File: src/rtl/load_resp_align_pkg.sv
// Shared CPU load/store type definitions plus the load metadata entry layout.
// LOAD_LR_MERGE_EN adds the LWL/LWR merge fields to the metadata entry.
package load_resp_align_pkg;

  typedef struct packed {
    logic       sign;
    logic [1:0] size;         // 00 byte, 01 half, 10 word
    logic [1:0] LeftOrRight;  // 00 normal, 01 LWL, 10 LWR
  } LoadType;

  typedef struct packed {
    logic [1:0] size;
    logic [1:0] LeftOrRight;
  } StoreType;

  localparam LoadType LOADTYPE_LW  = '{sign: 1'b0, size: 2'b10, LeftOrRight: 2'b00};
  localparam LoadType LOADTYPE_LH  = '{sign: 1'b1, size: 2'b01, LeftOrRight: 2'b00};
  localparam LoadType LOADTYPE_LHU = '{sign: 1'b0, size: 2'b01, LeftOrRight: 2'b00};
  localparam LoadType LOADTYPE_LB  = '{sign: 1'b1, size: 2'b00, LeftOrRight: 2'b00};
  localparam LoadType LOADTYPE_LBU = '{sign: 1'b0, size: 2'b00, LeftOrRight: 2'b00};
  localparam LoadType LOADTYPE_LWL = '{sign: 1'b0, size: 2'b10, LeftOrRight: 2'b01};
  localparam LoadType LOADTYPE_LWR = '{sign: 1'b0, size: 2'b10, LeftOrRight: 2'b10};

  localparam StoreType STORETYPE_SW = '{size: 2'b10, LeftOrRight: 2'b00};
  localparam StoreType STORETYPE_SH = '{size: 2'b01, LeftOrRight: 2'b00};
  localparam StoreType STORETYPE_SB = '{size: 2'b00, LeftOrRight: 2'b00};

  localparam logic [1:0] LR_NONE  = 2'b00;
  localparam logic [1:0] LR_LEFT  = 2'b01;
  localparam logic [1:0] LR_RIGHT = 2'b10;

  typedef struct packed {
    logic [1:0]  addr;
    logic        sign;
    logic [1:0]  size;
`ifdef LOAD_LR_MERGE_EN
    logic [1:0]  lr;
    logic [31:0] rt;
`endif
  } meta_t;

endpackage

File: src/rtl/load_data_extract.sv
// Combinational byte/half/word extraction and LWL/LWR merge of a load word.
// The merge path exists only when LOAD_LR_MERGE_EN is defined.
module load_data_extract
  import load_resp_align_pkg::*;
(
  input  logic [1:0]  addr,
  input  logic        sign,
  input  logic [1:0]  size,
`ifdef LOAD_LR_MERGE_EN
  input  logic [1:0]  lr,
  input  logic [31:0] rt,
`endif
  input  logic [31:0] rdata,
  output logic [31:0] data
);

  logic [7:0]  byte_sel;
  logic [15:0] half_sel;

  always_comb begin
    byte_sel = 8'h00;
    case (addr)
      2'd0: byte_sel = rdata[7:0];
      2'd1: byte_sel = rdata[15:8];
      2'd2: byte_sel = rdata[23:16];
      default: byte_sel = rdata[31:24];
    endcase
    half_sel = addr[1] ? rdata[31:16] : rdata[15:0];

    case (size)
      2'b00:   data = {{24{sign & byte_sel[7]}}, byte_sel};
      2'b01:   data = {{16{sign & half_sel[15]}}, half_sel};
      default: data = rdata;
    endcase

`ifdef LOAD_LR_MERGE_EN
    // Unaligned word halves: new bytes land at the top (LWL) or bottom (LWR).
    if (lr == LR_LEFT) begin
      case (addr)
        2'd0: data = {rdata[7:0],  rt[23:0]};
        2'd1: data = {rdata[15:0], rt[15:0]};
        2'd2: data = {rdata[23:0], rt[7:0]};
        default: data = rdata;
      endcase
    end else if (lr == LR_RIGHT) begin
      case (addr)
        2'd0: data = rdata;
        2'd1: data = {rt[31:24], rdata[31:8]};
        2'd2: data = {rt[31:16], rdata[31:16]};
        default: data = {rt[31:8], rdata[31:24]};
      endcase
    end
`endif
  end

endmodule

File: src/rtl/load_resp_align.sv
// Load response aligner: metadata FIFO of outstanding loads plus one output register.
// Define LOAD_LR_MERGE_EN to enable the LWL/LWR merge with per-entry rt storage.
module load_resp_align
  import load_resp_align_pkg::*;
#(
  parameter int META_DEPTH = 2
) (
  input  logic        clk,
  input  logic        resetn,
  input  logic        req_valid,
  output logic        req_ready,
  input  logic [1:0]  req_addr,
  input  LoadType     req_type,
  input  logic [31:0] req_rt,
  input  logic        flush,
  input  logic        resp_valid,
  output logic        resp_ready,
  input  logic [31:0] resp_rdata,
  output logic        wb_valid,
  input  logic        wb_ready,
  output logic [31:0] wb_data,
  output logic        resp_err
);

  localparam int PW = $clog2(META_DEPTH);
  localparam logic [PW:0] DEPTH_CNT = (PW+1)'(META_DEPTH);

  meta_t                 mem [META_DEPTH];
  logic [META_DEPTH-1:0] killed;
  logic [PW-1:0]         wr_ptr, rd_ptr;
  logic [PW:0]           count;
  logic                  full, empty, push, pop, resp_fire;
  meta_t                 req_meta, head;
  logic                  head_killed;
  logic [31:0]           result;

  assign full       = (count == DEPTH_CNT);
  assign empty      = (count == '0);
  assign req_ready  = !full;
  assign resp_ready = !wb_valid || wb_ready;
  assign push       = req_valid && !full;
  assign resp_fire  = resp_valid && resp_ready;
  assign pop        = resp_fire && !empty;

  assign head        = mem[rd_ptr];
  assign head_killed = killed[rd_ptr];

  always_comb begin
    req_meta      = '0;
    req_meta.addr = req_addr;
    req_meta.sign = req_type.sign;
    req_meta.size = req_type.size;
`ifdef LOAD_LR_MERGE_EN
    req_meta.lr   = req_type.LeftOrRight;
    req_meta.rt   = req_rt;
`endif
  end

`ifndef LOAD_LR_MERGE_EN
  logic lr_rt_unused;
  assign lr_rt_unused = ^{req_type.LeftOrRight, req_rt};
`endif

  // Entry payload needs no reset; validity is carried by the pointers and count.
  always_ff @(posedge clk) begin
    if (push) mem[wr_ptr] <= req_meta;
  end

  always_ff @(posedge clk) begin
    if (!resetn) begin
      wr_ptr   <= '0;
      rd_ptr   <= '0;
      count    <= '0;
      killed   <= '0;
      wb_valid <= 1'b0;
      wb_data  <= '0;
      resp_err <= 1'b0;
    end else begin
      // A push alongside flush overrides the kill for its own slot.
      if (flush) killed <= '1;
      if (push) begin
        killed[wr_ptr] <= 1'b0;
        wr_ptr         <= wr_ptr + 1'b1;
      end
      if (pop) rd_ptr <= rd_ptr + 1'b1;
      case ({push, pop})
        2'b10:   count <= count + 1'b1;
        2'b01:   count <= count - 1'b1;
        default: count <= count;
      endcase

      if (resp_fire && empty) resp_err <= 1'b1;

      if (flush)                    wb_valid <= 1'b0;
      else if (pop && !head_killed) wb_valid <= 1'b1;
      else if (wb_ready)            wb_valid <= 1'b0;

      if (pop && !head_killed && !flush) wb_data <= result;
    end
  end

  load_data_extract u_extract (
    .addr  (head.addr),
    .sign  (head.sign),
    .size  (head.size),
`ifdef LOAD_LR_MERGE_EN
    .lr    (head.lr),
    .rt    (head.rt),
`endif
    .rdata (resp_rdata),
    .data  (result)
  );

endmodule

File: config.mk
export PLATFORM = sky130hd
export DESIGN_NAME = load_resp_align
export DESIGN_NICKNAME = d
export VERILOG_FILES = /design/src/rtl/load_resp_align_pkg.sv /design/src/rtl/load_data_extract.sv /design/src/rtl/load_resp_align.sv
export SDC_FILE = /design/constraint.sdc
export NUM_CORES = 1
export LEC_CHECK = 0
export CAP_MARGIN = 10
export CORE_ASPECT_RATIO = 0.5
export CORE_MARGIN = 5
export CORE_UTILIZATION = 40
export DETAILED_ROUTE_END_ITERATION = 12
export DONT_BUFFER_PORTS = 1
export GPL_ROUTABILITY_DRIVEN = 0
export SLEW_MARGIN = 20
export SYNTH_ARGS = -nofsm -noshare
export SYNTH_HDL_FRONTEND = slang
export SYNTH_SLANG_ARGS = --single-unit
File: constraint.sdc
create_clock -name clk -period 1.6 [get_ports clk]
set_input_delay 0.32 -clock clk [delete_from_list [all_inputs] [get_ports clk]]
set_output_delay 0.32 -clock clk [all_outputs]
set_load 0.01 [all_outputs]
==> results of run 1 <==
cells by family after synthesis:
group                      synth area share
and+or+nand+nor                       0.196
adders and majority gates           0.00441
muxes                                0.0613
AOI/OAI and AO/OA                     0.266
xor gates and xnor gates             0.0124
buffers and inverters                0.0644
DFF                                   0.395
final cells by class:
class,count,share of cell area
clock inverter,3,0.0115
clock buffer,5,0.0329
sequential,51,0.297
inverter,3,0.00296
multi-input combinational,219,0.455
timing repair buffer,69,0.171
tap,92,0.0303
sequential cells by signal, summed over array words and instances, names as in the netlist, named ones only:
name      flops
wb_data      32
mem          10
count         2
killed        2
rd_ptr        1
resp_err      1
wb_valid      1
wr_ptr        1
cells in the final DEF (no fill, tap or decap), types with 3 or more instances in the layout:
cell	instances
sky130_fd_sc_hd__a221oi_2	5
sky130_fd_sc_hd__nor2_1	15
sky130_fd_sc_hd__nand2_1	39
sky130_fd_sc_hd__a21o_1	4
sky130_fd_sc_hd__inv_1	3
sky130_fd_sc_hd__nor2b_1	3
sky130_fd_sc_hd__nand3_1	4
sky130_fd_sc_hd__o21ai_1	6
sky130_fd_sc_hd__a41oi_2	10
sky130_fd_sc_hd__o21ai_0	10
sky130_fd_sc_hd__o31ai_2	3
sky130_fd_sc_hd__mux2i_2	3
sky130_fd_sc_hd__a21oi_1	5
sky130_fd_sc_hd__edfxtp_1	10
sky130_fd_sc_hd__mux2_2	3
sky130_fd_sc_hd__nor2_2	4
sky130_fd_sc_hd__nand2_2	4
sky130_fd_sc_hd__buf_6	5
sky130_fd_sc_hd__buf_12	5
sky130_fd_sc_hd__o22ai_2	3
sky130_fd_sc_hd__or2_2	3
sky130_fd_sc_hd__o211ai_1	16
sky130_fd_sc_hd__mux2i_1	7
sky130_fd_sc_hd__clkbuf_16	6
sky130_fd_sc_hd__a41oi_1	6
sky130_fd_sc_hd__a221oi_1	5
sky130_fd_sc_hd__buf_4	54
sky130_fd_sc_hd__dfxtp_1	38
sky130_fd_sc_hd__nand4b_1	17
report_power, final:
group          internal (mW)  total, mW  switching [mW]  leakage, nW
clock                  0.738       1.22           0.480       0.0838
combinational           1.41       2.82            1.41        0.875
sequential              1.58       1.85           0.274        0.429
total                   3.73       5.89            2.16         1.39
per-layer routing:
layer | vias up | GRT usage
li1 | 1253 | -
met1 | 1315 | 0.239
met2 | 85 | 0.325
met3 | 10 | 0.0577
met4 | 0 | 0.0442
met5 | - | 0
worst max-delay path, cell delays in order (launching register included):
cell and delay [ns]:
sky130_fd_sc_hd__dfxtp_4 0.41, sky130_fd_sc_hd__buf_6 0.14, sky130_fd_sc_hd__mux2_4 0.37, sky130_fd_sc_hd__a211o_1 0.31
sky130_fd_sc_hd__buf_12 0.18, sky130_fd_sc_hd__a41oi_1 0.23
repair_timing:
action                     CTS  global route
hold endpoints to repair     0             0
gates cloned                 3             2
setup endpoints to repair   32            33
resized for setup           42            21
pin swaps                   18             7
setup buffers                8             3
worst min path at each step:
stage	start	endpoint	slack, ns	cells after the start
global placement	flush	wb_valid	0.40	1
CTS	flush	wb_valid	0.1	1
floorplan	req_type[2]	mem[0][0]	0.42	0
finish	flush	wb_valid	0.10	1
detailed placement	flush	wb_valid	0.40	1
global route	flush	wb_valid	0.1	1
==> flow_results.org, run 1 <==
** Route
- Detailed-route vias per instance :: 6.02
- Vias post-DR :: 2663
- Number of DRC markers after the initial detailed-route iteration :: 247
- DR pass1 iterations :: 5
- Total met2 wirelength after detailed routing :: 4.39 mm
- Dividing the detail-routed wire length by the instance count gives 20.4 um.
- M1 WL :: 3.78 mm
- Top Layer Used :: met4
- Length of routed met3 wiring :: 762 um
- After detailed routing, the total wire length is 9.02 mm.
- In this run the remaining antenna-violating nets after routing total 0.
- In the routed design, unresolved DRC markers number 0.

** STA
- Summed over all failing endpoints, the final setup total negative slack is -2.84 ns.
- F_max :: 582 MHz
- Counting I/O delays and the setup requirement, the final critical path takes 1.72 ns.
- Setup repair after global routing could not meet its margin everywhere.
- Final slew viol count :: 0
- Final-layout worst hold slack :: 0.100 ns
- Total of endpoints with negative setup slack in the final report :: 31
- Pin slew with the least headroom to its limit :: 0.627 ns
- The final-report hold violation count was 0.
- Clock skew on the completed layout was measured at 0.00530 ns.
- Measured against its own limit, the worst slew margin works out to 0.582.
- Period utilisation layout :: 1.07
- Worst Setup Slack, final :: -0.119 ns

** Synthesis
- Cell with the most instances after synthesis :: sky130_fd_sc_hd__nand2_1
- Counting every instance in the synthesized netlist gives 299.
- After synthesis, the mean cell area works out to 9.49 sq um.
- Number of warning messages in the yosys log :: 0
- Commonest cells in the synthesized netlist :: 43 x sky130_fd_sc_hd__nand2_1, 41 x sky130_fd_sc_hd__dfxtp_1, 19 x sky130_fd_sc_hd__nor2_1
- Register bit count reported by yosys :: 51
- Main flop type after synthesis :: sky130_fd_sc_hd__dfxtp_1
- Synth area leader :: sky130_fd_sc_hd__dfxtp_1
- EDFF count, synth :: 10
- Sequential share of the synthesized area :: 0.395
- Of the post-synthesis cell area, the dominant cell type holds 0.289.
- Number of nets in the synthesized netlist :: 377
- In the post-synthesis netlist, the biggest area contributors are sky130_fd_sc_hd__dfxtp_1 29%, sky130_fd_sc_hd__edfxtp_1 11%, sky130_fd_sc_hd__a41oi_2 5.7%.
- After synthesis, the share of flip-flops with an asynchronous set or reset is 0.
- Post-Synthesis Cell Area :: 2840 sq um
- Counting distinct cell types in the post-synthesis netlist gives 46.

** Critical path
- The worst setup path is launched from a register.
- Worst Reg2Reg Path Length in Cells :: 5
- Critical Path End Type :: register
- Across all register-to-register paths, the minimum setup slack is -0.12 ns.
- Highest fanout seen on the critical path :: 16
- Critical path data arrival time :: 1.92 ns
- At the worst endpoint, the required time is 1.80 ns.
- Capture point of the critical path :: wb_data[16]
- Worst Setup Path Type :: register to register
- Reg2reg end :: wb_data[16]

** Global routing
- The first global-routing pass estimated 14.0 mm of wire.
- The via count of the first global-routing pass came to 2737.
- All-layer global routing usage :: 0.192
- Largest net degree at the start of global routing :: 29
- Antenna violations before repair :: 0
- Global route overflow :: 0

** Run
- Max-cap violations in this run came to 0.

** Placed design
- Placed Instance Area :: 3240 sq um
- DP Worst Slack :: -0.249 ns
- After detailed placement, the design holds a cell count of 419.
- Number of input and output port buffers inserted :: 0
- The HPWL after detailed placement is 6.33 mm.

** Final layout
- Area occupied by multi-input gates :: 1730 sq um
- At the end of the flow the core is filled with cells to 0.561.
- Non-filler instance count after layout :: 442
- In the final layout, the share of cells above drive strength 1 is 0.403.
- The repair_antennas step left the layout with diodes totalling 0.
- Sequential cell area in the final layout :: 1130 sq um
- Nets@finish :: 427
- Compared with the post-synthesis result, the final layout area differs by 34.0%.
- Summing all non-filler instances in the final layout gives an area of 3800 sq um.
- The layout has 590 filler cells.

** Clock tree
- H-Tree Level Count :: 2
- Clock tree from TritonCTS :: yes
- Hold Buf Count CTS :: 0
- At the later pin of the worst-skew pair, clock insertion delay measures 0.29 ns.
- Clock sink count :: 51
- Cts bufs inserted :: 5
- Longest Clk Path Bufs :: 2
- Clock-pin slew of the registers on the worst-case setup and hold paths :: 0.07 ns
- Clock tree synthesis selected as its root buffer the cell sky130_fd_sc_hd__clkbuf_16.

** Floorplan
- Effective utilization at floorplan :: 0.418
- Vertical extent of the die :: 69.5 um
- Core outline area :: 6780 sq um
- Top-Level Pins :: 113
- Measured along the x axis, the die boundary spans 129 um.
- The die covers 8980 sq um.
- The initialized floorplan defines 21 standard-cell rows.

** Worst hold path
- Path category of the worst min-delay check :: input pin to register

** Status
- Outcome :: complete, but fails checks
- The checks that failed: setup timing.

** Pwr
- VDD sags by at most 0.000651 V.
- PD cells :: 1550 nW/um^2
- Sum of internal, switching and leakage power :: 5.89 mW
- Static Leak :: 1.39 nW
No activity file was read; power rests on OpenSTA's default activity.
==> run 2, diff against run 1 <==
Settings changed: CORE_UTILIZATION 40 to 39, DONT_BUFFER_PORTS 1 to not set, GPL_ROUTABILITY_DRIVEN 0 to not set, PLACE_DENSITY set to 0.76.
==> flow_results.org, run 2 (synthesized netlist as in run 1, its figures left out) <==
** Status
- The checks that failed: setup timing.
- Outcome :: complete, but fails checks

** Route
- Number of DRC markers after the initial detailed-route iteration :: 241 (-2.4%)
- The count of unresolved DRC violations after routing came to 0 (unchanged).
- The mean number of vias per cell was 5.73 (-4.8%).
- The count of TritonRoute iterations in the first routing pass was 5 (unchanged).
- Vias post-DR :: 3051 (+15%)
- The total routed wirelength was 10.2 mm (+13%).
- The count of antenna-violating nets left after detailed routing was 0 (unchanged).
- The average wire per cell in the routed design is 19.1 um (-6.4%).

** Pwr
- Net switching power of the design :: 2.40 mW (+11%)
- The fraction of power spent switching nets was 0.366 (-0.00135).
- Share of power burned in the clock network :: 0.183 (-0.024)
- The power share of the combinational group came to 0.550 (+0.072).
- The peak supply drop was 0.000541 V (-17%).
- The standby leakage power came to 1.75 nW (+26%).
- The portion of total power attributed to sequential cells is 0.267 (-0.048).
- PD cells :: 1360 nW/um^2 (-12%)
- The internal portion of total power was 4.17 mW (+12%).
- Sum of internal, switching and leakage power :: 6.57 mW (+12%)

** Critical path
- The worst setup path is launched from a register.
- Critical Path End Type :: register
- Critical path data arrival time :: 1.92 ns (about the same)
- The endpoint required time on the critical path is 1.79 ns (about the same).
- Highest fanout seen on the critical path :: 6 (-10)
- The reg-to-reg setup timing slack was -0.13 ns (about the same).
- The cell depth of the worst flop-to-flop path was 7 (+2).
- In this run the worst setup path terminates at wb_data[9].
- The startpoint identified for the worst register-to-register timing path is rd_ptr.
- Reg2reg end :: wb_data[9]
- CP Launch Point :: rd_ptr
- Worst Setup Path Type :: register to register

** Global routing
- The number of antenna violations at the first check in global routing came to 0 (unchanged).
- The via count of the first global-routing pass was 3112 (+14%).
- The wire length of the first global-routing pass was 16.0 mm (+14%).
- All-layer global routing usage :: 0.216 (+0.0248)
- The overall overflow remaining after global route came to 0 (unchanged).
- The maximum number of pins on one net before global-route repair was 20 (-31%).

** STA
- The least setup slack across all paths after layout was -0.132 ns (-0.0129 ns).
- Final slew viol count :: 0 (unchanged)
- Number of failing hold endpoints at the final stage :: 0 (unchanged)
- The final cycle utilization of the critical path was 1.08 (+0.00808).
- The final setup violation count is 30 (-3.2%).
- The final critical delay including setup and external delays was 1.73 ns (+0.0129 ns).
- F_max :: 577 MHz (-0.75%)
- Relative max-transition margin :: 0.790 (+0.208)
- The slew at the pin with the worst max-slew slack is 0.314 ns (-0.313 ns).
- Setup repair after global routing could not meet its margin everywhere.
- The post-route setup TNS was -2.27 ns (+0.566 ns).
- Final worst clock skew :: 0.00742 ns (+0.00212 ns)

** Worst hold path
- Path category of the worst min-delay check :: register to register

** Final layout
- The share of cells above drive strength 1 is 0.362 (-0.0405).
- Reg with most FFs :: wb_data
- Commonest cells after routing, fill and taps aside :: 74 x sky130_fd_sc_hd__clkdlybuf4s50_1, 56 x sky130_fd_sc_hd__buf_4, 39 x sky130_fd_sc_hd__nand2_1, 39 x sky130_fd_sc_hd__dfxtp_1, 17 x sky130_fd_sc_hd__nand4b_1
- The area growth from synthesis to layout is 70.4%.
- The total number of nets in the final design is 513 (+20%).
- Antenna Cells :: 0 (unchanged)
- The flip-flop count of the largest register after layout came to 32 (unchanged).
- Leaving out fill and tap cells, the most frequent cell in the layout is sky130_fd_sc_hd__clkdlybuf4s50_1.
- Largest registers :: wb_data: 32 flops, mem: 10 flops
- Filler cells :: 513 (-13%)

** Placed design
- At the end of routability-driven placement, the weighted congestion stood at 0.844.
- Detailed Place HPWL :: 7.04 mm (+11%)
- Number of input and output port buffers inserted :: 78 (+78)
- The worst slack at placement was -0.575 ns (-0.326 ns).

** Clock tree
- Clock Root Buffer :: sky130_fd_sc_hd__clkbuf_16
- The clock transition at the registers of the reported paths is 0.07 ns (about the same).
- The total clock sinks came to 51 (unchanged).
- The worst-skew pair later-pin latency is 0.29 ns (about the same).
- Cts bufs inserted :: 5 (unchanged)
- Longest Clk Path Bufs :: 2 (unchanged)
- TritonCTS built the clock tree.
- The number of hold buffers added after cts was 0 (unchanged).
- The number of H-tree levels was 2 (unchanged).

** Run
- # Max-Cap Violations :: 0 (unchanged)

** Floorplan
- The die boundary height is 70.3 um (+1.1%).
- Total number of placement rows :: 22 (+4.8%)
- The initial core utilization was 0.393 (-0.0251).
- Die Wd :: 131 um (+1.2%)
- The area enclosed by the die boundary is 9180 sq um (+2.3%).
- The number of I/O pins was 113 (unchanged).
- Core outline area :: 7210 sq um (+6.4%)
-- run 2: cell types whose count changed in the layout (fill, tap and decap cells not counted), moves of 3 or more --
cell	delta
sky130_fd_sc_hd__clkdlybuf4s50_1	+74
sky130_fd_sc_hd__a41oi_1	-6
sky130_fd_sc_hd__a41oi_2	+5
sky130_fd_sc_hd__buf_6	+5
sky130_fd_sc_hd__dlygate4sd2_1	+4
sky130_fd_sc_hd__o21ai_1	-4
sky130_fd_sc_hd__o21ai_0	+3
-- run 2: power by group through the flow --
stage	Combinational, mW	Clock, mW	Sequential, mW
2_1_floorplan	1.54	0	1.79
3_3_place_gp	2.66	0	1.76
3_5_place_dp	2.75	0	1.78
4_1_cts	3.33	1.21	1.75
5_1_grt	3.82	1.27	1.78
6_report	3.61	1.20	1.76
-- run 2: area by class of cell --
type	count	area, sq um	area share
clock buffers	5	125	0.0259
multi-input cells	219	1860	0.385
repair buffers	155	1550	0.321
well taps	96	120	0.0249
inverters	3	11.3	0.00233
flip-flops and latches	51	1130	0.233
clock inverters	3	38.8	0.00803
-- run 2: layer usage --
| layer | vias up | track usage | wire length [um] |
|---|---|---|---|
| met5 | - | 0 | 0 |
| met4 | 0 | 0.0445 | 133 |
| met3 | 15 | 0.0413 | 627 |
| met2 | 112 | 0.368 | 5000 |
| met1 | 1505 | 0.286 | 4410 |
| li1 | 1419 | - | - |
-- run 2: worst min-delay path by stage --
stage	startpoint	cells after the start	endpoint
after global routing	wb_data[14]	2	wb_data[14]
after global placement	wb_data[5]	2	wb_data[5]
after detailed placement	wb_data[6]	2	wb_data[6]
after floorplan	req_type[2]	0	mem[0][0]
final	wb_data[15]	2	wb_data[15]
after CTS	wb_data[15]	2	wb_data[15]
-- run 2: stage by stage --
step                       util  instance area (sq um)  hold WS [ns]  instances
after floorplan               -                   2850         0.419        299
after global placement    0.560                   4040         0.458        502
after detailed placement  0.560                   4040         0.463        502
after CTS                 0.641                   4620         0.476        527
after global routing      0.670                   4830         0.498        532
final                     0.670                   4830         0.487        532
-- run 2: repair_timing --
item                       in CTS  in global routing
buffers inserted               11                  7
gates cloned                    6                  0
setup endpoints to repair      36                 34
pin swaps                      11                 14
hold endpoints to repair        0                  0
gates resized for setup        42                 40
-- run 2: critical path, cell delays in order (launching register included) --
cell,delay (ns)
sky130_fd_sc_hd__dfxtp_2,0.33
sky130_fd_sc_hd__mux2i_1,0.20
sky130_fd_sc_hd__and4b_1,0.26
sky130_fd_sc_hd__and2b_4,0.23
sky130_fd_sc_hd__buf_12,0.12
sky130_fd_sc_hd__buf_12,0.10
sky130_fd_sc_hd__o21ai_0,0.07
sky130_fd_sc_hd__a221oi_1,0.30
==> run 3, diff against run 2 <==
Settings changed: MAX_ROUTING_LAYER set to met4.
==> flow_results.org, run 3 (synthesized netlist as in run 1, its figures left out) <==
** STA
- Summed negative setup slack over all endpoints :: -2.55 ns (-0.272 ns)
- The final-report hold violation count is 0 (unchanged).
- Period utilisation layout :: 1.10 (+0.0157)
- The slew at the pin with the worst max-slew slack was 0.310 ns (-0.00398 ns).
- Unrepaired setup endpoints after global routing :: yes
- Relative max-transition margin :: 0.787 (-0.00260)
- Final worst clock skew :: 0.00407 ns (-0.00335 ns)
- Total of endpoints with negative setup slack in the final report :: 32 (+6.7%)
- Worst Setup Slack, final :: -0.157 ns (-0.0251 ns)
- Final-layout worst hold slack :: 0.474 ns (-0.0121 ns)
- F_max :: 569 MHz (-1.4%)
- Crit path time final :: 1.76 ns (+0.0251 ns)
- The max-slew violation count was 0 (unchanged).

** Final layout
- Nets@finish :: 519 (+1.2%)
- Area growth from synthesis to layout :: 73.9%
- Largest registers :: wb_data: 32 flops, mem: 10 flops
- Largest register FFs :: 32 (unchanged)
- Reg with most FFs :: wb_data
- The share of cells above drive strength 1 is 0.371 (+0.00866).
- Final standard cell utilization of the core :: 0.684 (+0.0141)
- Leaving out fill and tap cells, the most frequent cell in the layout is sky130_fd_sc_hd__clkdlybuf4s50_1.
- Antenna Cells :: 0 (unchanged)
- In the layout the commonest cells are 73 x sky130_fd_sc_hd__clkdlybuf4s50_1, 57 x sky130_fd_sc_hd__buf_4, 39 x sky130_fd_sc_hd__nand2_1.
- Filler cells :: 512 (-0.19%)

** Critical path
- The count of buffer and inverter cells on the critical path is 1 (-1).
- CP max-delay cell :: sky130_fd_sc_hd__dfxtp_4
- Largest delay share family, worst path :: simple AND/OR/NAND/NOR gates
- Critical Path End Type :: register
- The largest driver fanout on the critical path is 11 (+5).
- The endpoint required time on the critical path was 1.78 ns (about the same).
- CP max stage delay :: 0.43 ns (+0.10 ns)
- The most numerous cell type found on the critical path is sky130_fd_sc_hd__nor2_1.
- Traced cell by cell, the critical path runs through mux2_4 -> nor2_1 -> buf_4 -> nand2_1 -> nor2_1 -> o41ai_2.
- STA classifies the critical path startpoint as a register.
- The critical path is of the register to register type.
- Critical path data arrival time :: 1.93 ns (about the same)

** Pwr
- Sw Ratio :: 0.373 (+0.00710)
- The power share of the combinational group is 0.557 (+0.007).
- Share of power burned in the clock network :: 0.181 (-0.002)
- The internal portion of total power is 4.28 mW (+2.6%).
- PD cells :: 1380 nW/um^2 (+1.6%)
- Static Leak :: 1.81 nW (+3.5%)
- Maximum VDD drop :: 0.000878 V (+62%)
- The switching power total came to 2.54 mW (+5.8%).
- Sequential share of power :: 0.262 (-0.005)

** Route
- The total number of vias is 3165 (+3.7%).
- The average wire per cell in the routed design was 21.0 um (+10%).
- The count of antenna-violating nets left after detailed routing is 0 (unchanged).
- Number of DRC markers after the initial detailed-route iteration :: 262 (+8.7%)
- The mean number of vias per cell came to 5.88 (+2.6%).
- The count of TritonRoute iterations in the first routing pass came to 5 (unchanged).
- DRC violations left :: 0 (unchanged)
- The total routed wirelength came to 11.3 mm (+11%).

** Global routing
- Wire length of the first global-routing pass :: 16.3 mm (+2.1%)
- Vias in the first global route :: 3096 (-0.51%)
- The maximum number of pins on one net before global-route repair was 24 (+20%).
- The overall overflow remaining after global route came to 0 (unchanged).
- The number of antenna violations at the first check in global routing came to 0 (unchanged).
- The total global-route track usage is 0.230 (+0.0131).

** Status
- Failing checks :: setup timing
- The run finished, with violations left.

** Clock tree
- Clock tree from TritonCTS :: yes
- H-Tree Level Count :: 2 (unchanged)
- The buffer levels on the longest clock path came to 2 (unchanged).
- The worst-skew pair later-pin latency was 0.30 ns (about the same).
- Clock Root Buffer :: sky130_fd_sc_hd__clkbuf_16
- The number of hold buffers added after cts came to 0 (unchanged).
- The number of buffers added by the clock tree synthesis step came to 5 (unchanged).
- The total clock sinks is 51 (unchanged).
- The clock transition at the registers of the reported paths was 0.07 ns (about the same).

** Floorplan
- Area of the die :: 9180 sq um (unchanged)
- Top-Level Pins :: 113 (unchanged)
- The initial core utilization came to 0.393 (unchanged).
- The x dimension of the die came to 131 um (unchanged).
- The die boundary height is 70.3 um (unchanged).
- Total number of placement rows :: 22 (unchanged)
- Core outline area :: 7210 sq um (unchanged)

** Worst hold path
- Path category of the worst min-delay check :: register to register

** Placed design
- Detailed Place HPWL :: 6.77 mm (-3.9%)
- The routability congestion estimate from global placement came to 0.873 (+3.4%).
- Number of input and output port buffers inserted :: 78 (unchanged)

** Run
- # Max-Cap Violations :: 0 (unchanged)
==> run 3: timing repair <==
action	in CTS	in global routing
gates resized for setup	59	34
pin swaps	14	28
setup buffers	16	7
gates cloned	3	3
setup endpoints to repair	35	34
==> run 3: per-layer routing <==
| metal | share of wire | global-route usage |
|---|---|---|
| met1 | 0.42 | 0.287 |
| met5 | 0 | - |
| met3 | 0.054 | 0.0481 |
| met4 | 0.031 | 0.0650 |
| met2 | 0.50 | 0.375 |
==> run 3: layout make-up <==
class                           count  area [sq um]  share of cell area
Sequential cell                    51          1130               0.229
Inverter                            3          11.3             0.00228
Multi-Input combinational cell    219          1890               0.383
Tap cell                           96           120              0.0243
Clock buffer                        5           125              0.0254
Clock inverter                      3          38.8             0.00786
Timing Repair Buffer              161          1620               0.328
==> run 3: power by group through the flow <==
stage | Clock [mW] | Combinational [mW] | Sequential (mW)
detailed placement | 0 | 2.72 | 1.79
global route | 1.31 | 4.01 | 1.81
CTS | 1.24 | 3.30 | 1.78
global placement | 0 | 2.67 | 1.78
finish | 1.23 | 3.80 | 1.78
floorplan | 0 | 1.54 | 1.79
==> run 3: per-stage QoR <==
stage,setup WS [ns],total power [mW],std cells,area (sq um)
CTS,-0.123,6.31,529,4690
floorplan,-0.0350,3.34,299,2850
finish,-0.157,6.82,538,4930
detailed placement,-0.505,4.51,503,4030
global placement,-0.430,4.45,503,4030
global route,-0.236,7.13,538,4930
==> run 3: worst min-delay path: cells and delay by family (launching register included) <==
kind | cells | cell delay (ns)
and+or+nand+nor | 1 | 0.07
AOI/OAI and AO/OA | 1 | 0.05
DFF | 1 | 0.31
==> run 3: path summary, 6_finish.rpt <==
check,cells past startpoint,end,slack (ns),startpoint
worst max-delay path,6,wb_data[6],-0.16,register
worst min-delay path,2,wb_data[10],0.47,wb_data[10]
worst max register to register,6,wb_data[6],-0.16,register
worst min register to register,2,wb_data[10],0.47,wb_data[10]
